$ cat src/rtl/gpu_pkg.sv
// Shared types, opcodes and default field widths for the GPU command decoder.
package gpu_pkg;

  localparam int unsigned DefWidthBits   = 10;
  localparam int unsigned DefHeightBits  = 9;
  localparam int unsigned DefChannelBits = 8;

  localparam logic [3:0] OP_RESET   = 4'b0000;
  localparam logic [3:0] OP_SET_XY1 = 4'b0001;
  localparam logic [3:0] OP_SET_XY2 = 4'b0010;
  localparam logic [3:0] OP_SET_RAD = 4'b0011;
  localparam logic [3:0] OP_LINE    = 4'b0100;
  localparam logic [3:0] OP_RECT    = 4'b0101;
  localparam logic [3:0] OP_CIRCLE  = 4'b0110;
  localparam logic [3:0] OP_ARC     = 4'b0111;
  localparam logic [3:0] OP_FILL    = 4'b1000;

  typedef struct packed {
    logic [3:0]                opcode;
    logic [DefWidthBits-1:0]   x1;
    logic [DefHeightBits-1:0]  y1;
    logic [DefWidthBits-1:0]   x2;
    logic [DefHeightBits-1:0]  y2;
    logic [DefWidthBits-1:0]   rad;
    logic [2:0]                oct;
    logic [DefChannelBits-1:0] r;
    logic [DefChannelBits-1:0] g;
    logic [DefChannelBits-1:0] b;
  } instr_t;

  function automatic logic is_draw_op(input logic [3:0] op);
    return (op >= OP_LINE) && (op <= OP_FILL);
  endfunction

  function automatic logic is_illegal_op(input logic [3:0] op);
    return op > OP_FILL;
  endfunction

endpackage

$ cat src/rtl/gpu_instr_fifo.sv
// Power-of-two instruction queue with synchronous flush; flush and reset beat push/pop.
module gpu_instr_fifo #(
  parameter int unsigned Width = 8,
  parameter int unsigned Depth = 4
) (
  input  logic                       clk,
  input  logic                       n_rst,
  input  logic                       flush_i,
  input  logic                       push_i,
  input  logic [Width-1:0]           data_i,
  input  logic                       pop_i,
  output logic [Width-1:0]           data_o,
  output logic                       valid_o,
  output logic                       full_o,
  output logic [$clog2(Depth+1)-1:0] count_o
);

  localparam int unsigned PtrW = $clog2(Depth);
  localparam int unsigned CntW = $clog2(Depth + 1);

  logic [Width-1:0] mem_q [Depth];
  logic [PtrW-1:0]  wr_ptr_q, wr_ptr_d;
  logic [PtrW-1:0]  rd_ptr_q, rd_ptr_d;
  logic [CntW-1:0]  count_q, count_d;
  logic             do_push, do_pop;

  assign full_o  = (count_q == CntW'(Depth));
  assign valid_o = (count_q != '0);
  assign do_push = push_i && !full_o;
  assign do_pop  = pop_i && valid_o;
  assign data_o  = mem_q[rd_ptr_q];
  assign count_o = count_q;

  always_comb begin
    wr_ptr_d = wr_ptr_q;
    rd_ptr_d = rd_ptr_q;
    count_d  = count_q;
    if (flush_i) begin
      wr_ptr_d = '0;
      rd_ptr_d = '0;
      count_d  = '0;
    end else begin
      // Pointers wrap for free since Depth is a power of two.
      if (do_push) wr_ptr_d = wr_ptr_q + PtrW'(1);
      if (do_pop)  rd_ptr_d = rd_ptr_q + PtrW'(1);
      count_d = count_q + CntW'(do_push) - CntW'(do_pop);
    end
  end

  always_ff @(posedge clk) begin
    if (!n_rst) begin
      wr_ptr_q <= '0;
      rd_ptr_q <= '0;
      count_q  <= '0;
    end else begin
      wr_ptr_q <= wr_ptr_d;
      rd_ptr_q <= rd_ptr_d;
      count_q  <= count_d;
    end
  end

  always_ff @(posedge clk) begin
    if (n_rst && do_push && !flush_i) mem_q[wr_ptr_q] <= data_i;
  end

endmodule

$ cat src/rtl/gpu_command_decoder.sv
// Decodes command words into shadow coordinate state and queued draw instructions.
module gpu_command_decoder
  import gpu_pkg::*;
#(
  parameter int unsigned WIDTH_BITS   = DefWidthBits,
  parameter int unsigned HEIGHT_BITS  = DefHeightBits,
  parameter int unsigned CHANNEL_BITS = DefChannelBits,
  parameter int unsigned FIFO_DEPTH   = 4
) (
  input  logic                            clk,
  input  logic                            n_rst,
  input  logic                            cmd_valid_i,
  output logic                            cmd_ready_o,
  input  logic [3:0]                      opcode_i,
  input  logic [27:0]                     parameters_i,
  output logic                            instr_valid_o,
  input  logic                            instr_ready_i,
  output instr_t                          instr_o,
  output logic [$clog2(FIFO_DEPTH+1)-1:0] fifo_count_o,
  output logic                            illegal_o,
  input  logic                            clear_err_i
);

  if (WIDTH_BITS + HEIGHT_BITS > 28 || 3 * CHANNEL_BITS > 25) begin : g_bad_widths
    $error("gpu_command_decoder: coordinate or colour fields exceed the 28-bit payload");
  end
  if (WIDTH_BITS > DefWidthBits || HEIGHT_BITS > DefHeightBits ||
      CHANNEL_BITS > DefChannelBits) begin : g_bad_instr
    $error("gpu_command_decoder: field widths exceed instr_t");
  end
  if (FIFO_DEPTH < 2 || (FIFO_DEPTH & (FIFO_DEPTH - 1)) != 0) begin : g_bad_depth
    $error("gpu_command_decoder: FIFO_DEPTH must be a power of two, at least 2");
  end

  localparam int unsigned W = WIDTH_BITS;
  localparam int unsigned H = HEIGHT_BITS;
  localparam int unsigned C = CHANNEL_BITS;

  logic [W-1:0] x1_q, x1_d, x2_q, x2_d, rad_q, rad_d;
  logic [H-1:0] y1_q, y1_d, y2_q, y2_d;
  logic         illegal_q, illegal_d;
  logic         fifo_full, fifo_valid, accept, push, flush;
  logic [$bits(instr_t)-1:0] fifo_dout;
  instr_t       entry;
  logic         unused_payload;

  assign unused_payload = ^parameters_i;

  // Reset holds the handshake outputs at their empty-queue values.
  assign cmd_ready_o   = is_draw_op(opcode_i) ? (!fifo_full || !n_rst) : 1'b1;
  assign instr_valid_o = fifo_valid && n_rst;
  assign accept        = cmd_valid_i && cmd_ready_o;
  assign push          = accept && is_draw_op(opcode_i);
  assign flush         = accept && (opcode_i == OP_RESET);
  assign illegal_o     = illegal_q;
  assign instr_o       = instr_t'(fifo_dout);

  always_comb begin
    x1_d  = x1_q;
    y1_d  = y1_q;
    x2_d  = x2_q;
    y2_d  = y2_q;
    rad_d = rad_q;
    if (accept) begin
      case (opcode_i)
        OP_RESET: begin
          x1_d  = '0;
          y1_d  = '0;
          x2_d  = '0;
          y2_d  = '0;
          rad_d = '0;
        end
        OP_SET_XY1: begin
          x1_d = parameters_i[W-1:0];
          y1_d = parameters_i[W+H-1:W];
        end
        OP_SET_XY2: begin
          x2_d = parameters_i[W-1:0];
          y2_d = parameters_i[W+H-1:W];
        end
        OP_SET_RAD: rad_d = parameters_i[W-1:0];
        default: ;
      endcase
    end
    // An illegal accept wins over a simultaneous clear.
    if (accept && is_illegal_op(opcode_i)) illegal_d = 1'b1;
    else if (clear_err_i)                  illegal_d = 1'b0;
    else                                   illegal_d = illegal_q;
  end

  always_comb begin
    entry        = '0;
    entry.opcode = opcode_i;
    entry.x1     = DefWidthBits'(x1_q);
    entry.y1     = DefHeightBits'(y1_q);
    entry.x2     = DefWidthBits'(x2_q);
    entry.y2     = DefHeightBits'(y2_q);
    entry.rad    = DefWidthBits'(rad_q);
    entry.oct    = (opcode_i == OP_ARC) ? parameters_i[27:25] : 3'd0;
    entry.b      = DefChannelBits'(parameters_i[C-1:0]);
    entry.g      = DefChannelBits'(parameters_i[2*C-1:C]);
    entry.r      = DefChannelBits'(parameters_i[3*C-1:2*C]);
  end

  always_ff @(posedge clk) begin
    if (!n_rst) begin
      x1_q      <= '0;
      y1_q      <= '0;
      x2_q      <= '0;
      y2_q      <= '0;
      rad_q     <= '0;
      illegal_q <= 1'b0;
    end else begin
      x1_q      <= x1_d;
      y1_q      <= y1_d;
      x2_q      <= x2_d;
      y2_q      <= y2_d;
      rad_q     <= rad_d;
      illegal_q <= illegal_d;
    end
  end

  gpu_instr_fifo #(
    .Width ($bits(instr_t)),
    .Depth (FIFO_DEPTH)
  ) u_fifo (
    .clk     (clk),
    .n_rst   (n_rst),
    .flush_i (flush),
    .push_i  (push),
    .data_i  (entry),
    .pop_i   (instr_ready_i && instr_valid_o),
    .data_o  (fifo_dout),
    .valid_o (fifo_valid),
    .full_o  (fifo_full),
    .count_o (fifo_count_o)
  );

endmodule

$ cat config.mk
export PLATFORM = sky130hd
export DESIGN_NAME = gpu_command_decoder
export DESIGN_NICKNAME = d
export VERILOG_FILES = /design/src/rtl/gpu_pkg.sv /design/src/rtl/gpu_instr_fifo.sv /design/src/rtl/gpu_command_decoder.sv
export SDC_FILE = /design/constraint.sdc
export NUM_CORES = 1
export LEC_CHECK = 0
export CAP_MARGIN = 20
export CORE_MARGIN = 2
export CORE_UTILIZATION = 50
export DETAILED_ROUTE_END_ITERATION = 7
export GPL_ROUTABILITY_DRIVEN = 0
export PLACE_DENSITY = 0.78
export SYNTH_ARGS = -nofsm -noshare
export SYNTH_HDL_FRONTEND = slang
export SYNTH_SLANG_ARGS = --single-unit
$ cat constraint.sdc
create_clock -name clk -period 23.3 [get_ports clk]
set_input_delay 4.66 -clock clk [delete_from_list [all_inputs] [get_ports clk]]
set_output_delay 4.66 -clock clk [all_outputs]
set_load 0.05 [all_outputs]
==> summary.md, run 1 <==
| Metric | Value |
|---|---|
| Post-CTS setup buffers | 0 |
| Area Overhead vs Synth | 19.92% |
| Initial antenna violation count | 0 |
| Synth Area in Simple Gates | 0.04162 |
| Average size of a mapped cell | 19.83 um2 |
| Hold Slack | 483.0 ps |
| Vias | 7,039 |
| RSZ-0062 raised after global routing | false |
| Via/cell ratio | 5.663 |
| Post-synthesis cell type count | 38 |
| Crit path launch type | input port |
| CP top delay family | buffers and inverters |
| Primary FF master, synth | edfxtp_1 |
| Worst slew margin | 0.3258 |
| Seq/Total Area, Yosys | 0.7619 |
| Clk Tree Root Cell | clkbuf_16 |
| Post-Route WL | 27.53 mm |
| Cell mode on critical path | clkdlybuf4s50_1 |
| Io pins | 122 |
| Highest-count cells in the layout ignoring fill and taps | edfxtp_1 (316), clkdlybuf4s50_1 (118), mux4_2 (79) |
| FF+latch count, synth | 374 |
| FMAX | 86.84 MHz |
| Number of global-route vias before repair | 7,405 |
| Die Y | 171.2 um |
| Compound-Gate Fraction of Synth Area | 0.03876 |
| Net Count, Synth | 749 |
| Gate Count Post-Synth | 705 |
| Cell Area, Synth | 13,980 um2 |
| Die area | 29,310 um2 |
| GRT Residual Overflow | 0 |
| Final hold vios | 0 |
| CP endpoint kind | output pin |
| Asr flop ratio synth | 0 |
| Clk_lat worst skew | 520 ps |
| Final Net Count | 880 |
| CTS resizes | 0 |
| Worst Path Required | 18,640 ps |
| Ys Warns | 0 |
| Final setup vio count | 0 |
| Ratio of cells with drive above 1 in the final layout | 0.1850 |
| Final instance count without filler cells | 1,243 |
| DRC | 0 |
| Final period util | 0.4942 |
| Final Core Density | 0.6067 |
| Outcome | complete, no violations |
| Clock Path Buffers | 3 |
| Row cnt | 61 |
| Initial DRC count | 605 |
| CP Cell Sequence | clkdlybuf4s50_1 > nor2b_1 > o2111ai_1 > clkdlybuf4s50_1 |
| Die width | 171.2 um |
| Port Buffers | 120 |
| Crit path time final | 11,520 ps |
| Max Cap Viol | 0 |
| Flop-to-flop setup slack | 20,680 ps |
| Diode count | 0 |
| CTS Buf Count | 37 |
| Worst Hold Class | register to register |
| Post-CTS Hold Fix Bufs | 0 |
| Worst-Margin Slew | 1011 ps |
| Largest net degree at the start of global routing | 58 |
| Initial Util | 0.5059 |
| First-pass GRT wire length | 42.35 mm |
| Setup tns final | 0 ps |
| H-tree levels | 2 |
| Largest family of logic cells by synthesized area | multiplexers |
| Placed instance count | 1,175 |
| TritonCTS clock tree | done |
| VDD IR max | 0.05785 mV |
| Cell Pwr Density | 92.18 nW/um2 |
| Post-Synth Adder-Cell Area | 0.006803 |
| Mux contribution to synthesized area | 0.1287 |
| EDFF count, synth | 316 |
| CP bufs+invs | 2 |
| Leading cell type in the layout, fill and taps excluded | edfxtp_1 |
| Critical Path AT | 6860 ps |
| Drt first pass iters | 5 |
| Residual antenna-violating net count after detailed routing | 0 |
| # clock sinks | 374 |
| Setup CP Type | input port to output pin |
| Critical Path Max Stage Delay | 860 ps |
| CP Max Fanout | 13 |
| XOR/XNOR share of the synthesized area | 0.001880 |
| Clock transition at the registers of the reported paths | 60 ps |
| Slew Limit Fails | 0 |
| Leakage power | 5.279 nW |
| All-Layer GR Usage | 0.1949 |
| Routed WL per cell | 22.15 um |
| HPWL after detailed placement | 15.56 mm |
| Clock skew | 20.17 ps |
| Critical Path Slowest Stage Cell | clkdlybuf4s50_1 |
| Core area | 27,630 um2 |
power by group:
group          internal [W]  switching (W)  total (W)
clock network      0.000352       0.000236   0.000588
registers          0.000731      0.0000134   0.000745
logic             0.0000831       0.000129   0.000213
cell usage after synthesis, types with 5 or more instances:
master	instances	area, um2
buf_2	13	65.06
nand2_1	40	150.1
a21boi_1	21	157.7
mux4_2	79	1779
edfxtp_1	316	9489
clkbuf_1	17	63.81
inv_1	15	56.30
a21boi_0	28	210.2
buf_6	5	56.30
o21ai_0	11	55.05
dfxtp_1	58	1161
buf_4	5	37.54
ha_1	6	75.07
o311ai_0	6	52.55
nand3_1	48	240.2
worst min-delay path: stages (launching register included):
cell	delay, ps
dfxtp_1	310
nand2_1	70
a21oi_1	60
routing by layer:
layer / wire, um / GRT usage / up-vias
li1: - / - / 3098
met1: 11170 / 0.2670 / 3612
met2: 13820 / 0.3291 / 278
met3: 1874 / 0.02922 / 51
met4: 657 / 0.05637 / 0
met5: 0 / 0 / -
state kept, by name, summed over array words and instances, names as in the netlist, named ones only:
register,flops
x1_q,10
u_fifo.wr_ptr_q,2
u_fifo.count_o,3
u_fifo.mem_q,316
y2_q,9
y1_q,9
illegal_o,1
x2_q,10
rad_q,10
u_fifo.rd_ptr_q,2
kinds of logic (layout without fill, tap and decap cells):
logic type | after synthesis | in the layout
multiplexers | 81 | 81
XOR/XNOR | 3 | 3
AND/OR/NAND/NOR | 111 | 111
adder cells (fa/ha/maj) | 7 | 7
AO/OA/AOI/OAI | 73 | 73
flip-flops | 374 | 374
buffers and inverters | 56 | 216
final timing paths:
kind,to,startpoint,cells after the start
hold / removal,register,u_fifo.rd_ptr_q[0],2
hold reg to reg,register,u_fifo.rd_ptr_q[0],2
setup reg to reg,u_fifo.count_o[2],u_fifo.count_o[0],9
setup / recovery,cmd_ready_o,opcode_i[2],4
cell type report:
cell class	instances	area, um2
fill	2016	10870
sequential	374	10660
multi-input combinational	275	3064
timing repair buffer	133	1289
clock buffer	63	1166
tap	378	473.0
clock inverter	5	56.30
inverter	15	56.30
stage by stage:
stage | cell area [um2] | total power, W | worst slack, ps
global route | 16760 | 0.001597 | 11680
detailed placement | 15540 | 0.0009746 | 11830
finish | 16760 | 0.001545 | 11780
global placement | 15540 | 0.0009725 | 11870
CTS | 16760 | 0.001558 | 11800
floorplan | 13980 | 0.0009062 | 11950
No activity file was read; power rests on OpenSTA's default activity.
==> run 2: changes to the inputs <==
- clock period: 23.3 -> 11 ns (I/O delays scaled with it)
==> summary.md, run 2 (synthesized netlist as in run 1, its figures left out) <==
| Metric | Value |
|---|---|
| Outcome | complete, no violations |
| Die Y | 171.2 um |
| DP Area | 15,520 um2 |
| Row cnt | 61 |
| Post-Route WL | 27.09 mm |
| Leading cell type in the layout, fill and taps excluded | edfxtp_1 |
| DRC | 0 |
| Cell Pwr Density | 195.4 nW/um2 |
| Post-CTS setup buffers | 0 |
| Clock transition at the registers of the reported paths | 60 ps |
| Initial antenna violation count | 0 |
| HPWL after detailed placement | 15.30 mm |
| CP Cell Sequence | clkdlybuf4s50_1 > nor2b_1 > o2111ai_1 > clkdlybuf4s50_1 |
| Max reg flops | 316 |
| GRT Residual Overflow | 0 |
| RSZ-0062 raised after global routing | false |
| Ratio of cells with drive above 1 in the final layout | 0.1903 |
| Final Instance Area | 16,810 um2 |
| Drt first pass iters | 5 |
| Number of global-route vias before repair | 7,362 |
| Final Net Count | 881 |
| Worst Hold Class | register to register |
| Setup tns final | 0 ps |
| Clk Tree Root Cell | clkbuf_16 |
| Slew Limit Fails | 0 |
| Hold Slack | 482.2 ps |
| Initial DRC count | 607 |
| Port Buffers | 120 |
| Area Overhead vs Synth | 20.26% |
| Worst-Margin Slew | 1089 ps |
| CP bufs+invs | 2 |
| Io pins | 122 |
| Largest Register | u_fifo.mem_q |
| FMAX | 152.1 MHz |
| Max Cap Viol | 0 |
| Clock Path Buffers | 3 |
| Leakage power | 5.304 nW |
| Worst slew margin | 0.2737 |
| Crit path launch type | input port |
| Initial Util | 0.5059 |
| Via/cell ratio | 5.626 |
| Clock skew | 27.34 ps |
| Core area | 27,630 um2 |
| CP endpoint kind | output pin |
| H-tree levels | 2 |
| Final setup vio count | 0 |
| Highest-count cells in the layout ignoring fill and taps | edfxtp_1 (316), clkdlybuf4s50_1 (118), mux4_2 (79) |
| Worst Path Required | 8800 ps |
| Crit path time final | 6573 ps |
| Final hold vios | 0 |
| Setup CP Type | input port to output pin |
| Diode count | 0 |
| Critical Path Max Stage Delay | 850 ps |
| Critical Path Slowest Stage Cell | clkdlybuf4s50_1 |
| Routed WL per cell | 21.76 um |
| Die width | 171.2 um |
| # clock sinks | 374 |
| First-pass GRT wire length | 41.57 mm |
| Critical Path AT | 4370 ps |
| TritonCTS clock tree | done |
| VDD IR max | 0.1430 mV |
| Clk_lat worst skew | 530 ps |
| CP top delay family | buffers and inverters |
| Cell mode on critical path | clkdlybuf4s50_1 |
| Largest net degree at the start of global routing | 72 |
| Die area | 29,310 um2 |
| Residual antenna-violating net count after detailed routing | 0 |
| Post-CTS Hold Fix Bufs | 0 |
| All-Layer GR Usage | 0.1904 |
| CP Max Fanout | 13 |
| CTS Buf Count | 38 |
| CTS resizes | 0 |
| Flop-to-flop setup slack | 8050 ps |
| Vias | 7,004 |
| Final period util | 0.5975 |
## run 2: cell count changes in the layout (fill, tap and decap cells not counted)
cell	delta
clkinv_1	+1
buf_12	+1
inv_6	-1
buf_4	-2
clkinv_2	+4
clkinv_8	+2
clkbuf_1	-4
buf_6	+1
## run 2: area by class of cell
cell class	instances	area [um2]
Clock buffer	59	1151
Clock inverter	11	103.9
Fill cell	2040	10820
Inverter	15	56.30
Multi-Input combinational cell	275	3064
Sequential cell	374	10660
Tap cell	378	473.0
Timing Repair Buffer	133	1305
## run 2: per-layer routing
metal / share of wire / up-vias / global-route usage
met4: 0.020 / 0 / 0.05969
li1: - / 3097 / -
met3: 0.062 / 50 / 0.03106
met1: 0.42 / 3597 / 0.2577
met2: 0.50 / 260 / 0.3205
met5: 0 / - / 0
## run 2: final timing paths
path / startpoint / end / depth (start not counted)
max: opcode_i[2] / cmd_ready_o / 4
max reg2reg: u_fifo.count_o[1] / u_fifo.mem_q[2][77] / 4
min: u_fifo.rd_ptr_q[0] / register / 2
min reg2reg: u_fifo.rd_ptr_q[0] / register / 2
## run 2: per-stage QoR
| step | utilization | total power (W) | setup WS (ps) | instances |
|---|---|---|---|---|
| 2_1_floorplan | - | 0.001920 | 2106 | 705 |
| 4_1_cts | 0.6073 | 0.003312 | 4454 | 1243 |
| 5_1_grt | 0.6085 | 0.003390 | 4338 | 1245 |
| 3_5_place_dp | 0.5619 | 0.002064 | 4460 | 1173 |
| 3_3_place_gp | 0.5619 | 0.002060 | 4483 | 1173 |
| 6_report | 0.6085 | 0.003285 | 4427 | 1245 |
## run 2: power breakdown
group / switching, W / internal [W] / total (W)
clock network: 0.000506 / 0.000747 / 0.00125
logic: 0.000278 / 0.000179 / 0.000457
registers: 0.0000253 / 0.00155 / 0.00157
total: 0.000809 / 0.00248 / 0.00329
## run 2: tightest hold or removal path, cell delays in order, from the launching register on
cell and delay [ps]:
dfxtp_1 310, nand2_1 70, a21oi_1 60
==> run 3: changes to the inputs <==
- PLACE_DENSITY: 0.78 -> 0.8
- clock period: 11 -> 5.64 ns (I/O delays scaled with it)
==> summary.md, run 3 (synthesized netlist as in run 1, its figures left out) <==
| Metric | Value |
|---|---|
| Outcome | complete, no violations |
| CP Max Fanout | 13 |
| Area Overhead vs Synth | 20.24% |
| VDD IR max | 0.2962 mV |
| Clock transition at the registers of the reported paths | 60 ps |
| Diode count | 0 |
| Core area | 27,630 um2 |
| Max Cap Viol | 0 |
| Critical Path AT | 3280 ps |
| Row cnt | 61 |
| CP Cell Sequence | clkdlybuf4s50_1 > nor2b_1 > o2111ai_1 > clkdlybuf4s50_1 |
| Final period util | 0.7820 |
| Critical Path Max Stage Delay | 820 ps |
| Largest net degree at the start of global routing | 73 |
| Clk Tree Root Cell | clkbuf_16 |
| Cell Pwr Density | 375.5 nW/um2 |
| Final hold vios | 0 |
| H-tree levels | 2 |
| Critical R2R Launch | u_fifo.count_o[2] |
| Die Y | 171.2 um |
| Io pins | 122 |
| Crit path launch type | input port |
| FMAX | 226.7 MHz |
| GRT Residual Overflow | 0 |
| Max reg flops | 316 |
| CP endpoint kind | output pin |
| Worst slew margin | 0.2668 |
| CP bufs+invs | 2 |
| Ratio of cells with drive above 1 in the final layout | 0.1901 |
| DRC | 0 |
| Hold_sp | u_fifo.rd_ptr_q[0] |
| Placed instance count | 1,179 |
| DP Area | 15,630 um2 |
| RSZ-0062 raised after global routing | false |
| Setup CP Type | input port to output pin |
| Initial antenna violation count | 1 |
| Die width | 171.2 um |
| Post-CTS Hold Fix Bufs | 0 |
| HPWL after detailed placement | 15.00 mm |
| First-pass GRT wire length | 41.96 mm |
| Initial DRC count | 607 |
| Number of global-route vias before repair | 7,320 |
| Critical Path Slowest Stage Cell | clkdlybuf4s50_1 |
| Layout fillers | 2,024 |
| Leading cell type in the layout, fill and taps excluded | edfxtp_1 |
| Final Instance Area | 16,810 um2 |
| Crit path time final | 4411 ps |
| Clock skew | 12.28 ps |
| TritonCTS clock tree | done |
| Via/cell ratio | 5.701 |
| Flop-to-flop setup slack | 3060 ps |
| Final setup vio count | 0 |
| # clock sinks | 374 |
| Largest Register | u_fifo.mem_q |
| Routed WL per cell | 22.05 um |
| Leakage power | 5.292 nW |
| All-Layer GR Usage | 0.1919 |
| Final instance count without filler cells | 1,246 |
| CTS resizes | 0 |
| Setup tns final | 0 ps |
| Final Net Count | 884 |
| Cell mode on critical path | clkdlybuf4s50_1 |
| CTS Buf Count | 37 |
| Highest-count cells in the layout ignoring fill and taps | edfxtp_1 (316), clkdlybuf4s50_1 (119), mux4_2 (79) |
| Post-Route WL | 27.48 mm |
| Drt first pass iters | 4 |
| Vias | 7,103 |
| Worst Path Required | 4510 ps |
| Residual antenna-violating net count after detailed routing | 0 |
| Die area | 29,310 um2 |
| Post-CTS setup buffers | 0 |
| Slew Limit Fails | 0 |
| Initial Util | 0.5059 |
| Clk_lat worst skew | 510 ps |
| Critical path origin | opcode_i[2] |
| Worst-Margin Slew | 1100 ps |
| CP top delay family | buffers and inverters |
| Worst Hold Class | register to register |
| Port Buffers | 120 |
| Clock Path Buffers | 3 |
run 3: worst min-delay path: cells and delay by family, from the launching register on:
family,cells,cell delay (ps)
AND/OR/NAND/NOR,1,70
flip-flops,1,300
AO/OA/AOI/OAI,1,60
run 3: where the power goes:
part / total [W] / internal, W / switching (W)
clock network: 0.00235 / 0.00138 / 0.000972
logic: 0.000899 / 0.000351 / 0.000549
registers: 0.00306 / 0.00302 / 0.0000403
total: 0.00631 / 0.00475 / 0.00156
run 3: cell type report:
type	count	area, um2	area share
sequential	374	10660	0.6341
clock inverter	15	107.6	0.006402
multi-input combinational	275	3064	0.1823
clock buffer	52	1075	0.06395
tap	378	473.0	0.02814
inverter	15	56.30	0.003350
timing repair buffer	137	1374	0.08174
run 3: final timing paths:
check | to | cells after the start
worst max-delay path | cmd_ready_o | 4
worst min-delay path | register | 2
worst max register to register | u_fifo.count_o[2] | 9
worst min register to register | register | 2
run 3: per-stage QoR:
stage	setup WS [ps]	utilization	hold WS (ps)	power [W]
final	1229	0.6083	474.1	0.006312
after global routing	1145	0.6083	502.3	0.006527
after CTS	1229	0.6083	476.5	0.006377
after detailed placement	1239	0.5655	470.1	0.004032
after global placement	1294	0.5655	460.8	0.004028
after floorplan	-2182	-	453.8	0.003744
run 3: per-layer routing:
| layer | wire, um | vias to the layer above | global-route usage |
|---|---|---|---|
| li1 | - | 3101 | - |
| met1 | 11550 | 3720 | 0.2621 |
| met2 | 13780 | 236 | 0.3200 |
| met3 | 1575 | 44 | 0.03866 |
| met4 | 553 | 2 | 0.05011 |
| met5 | 18 | - | 0 |
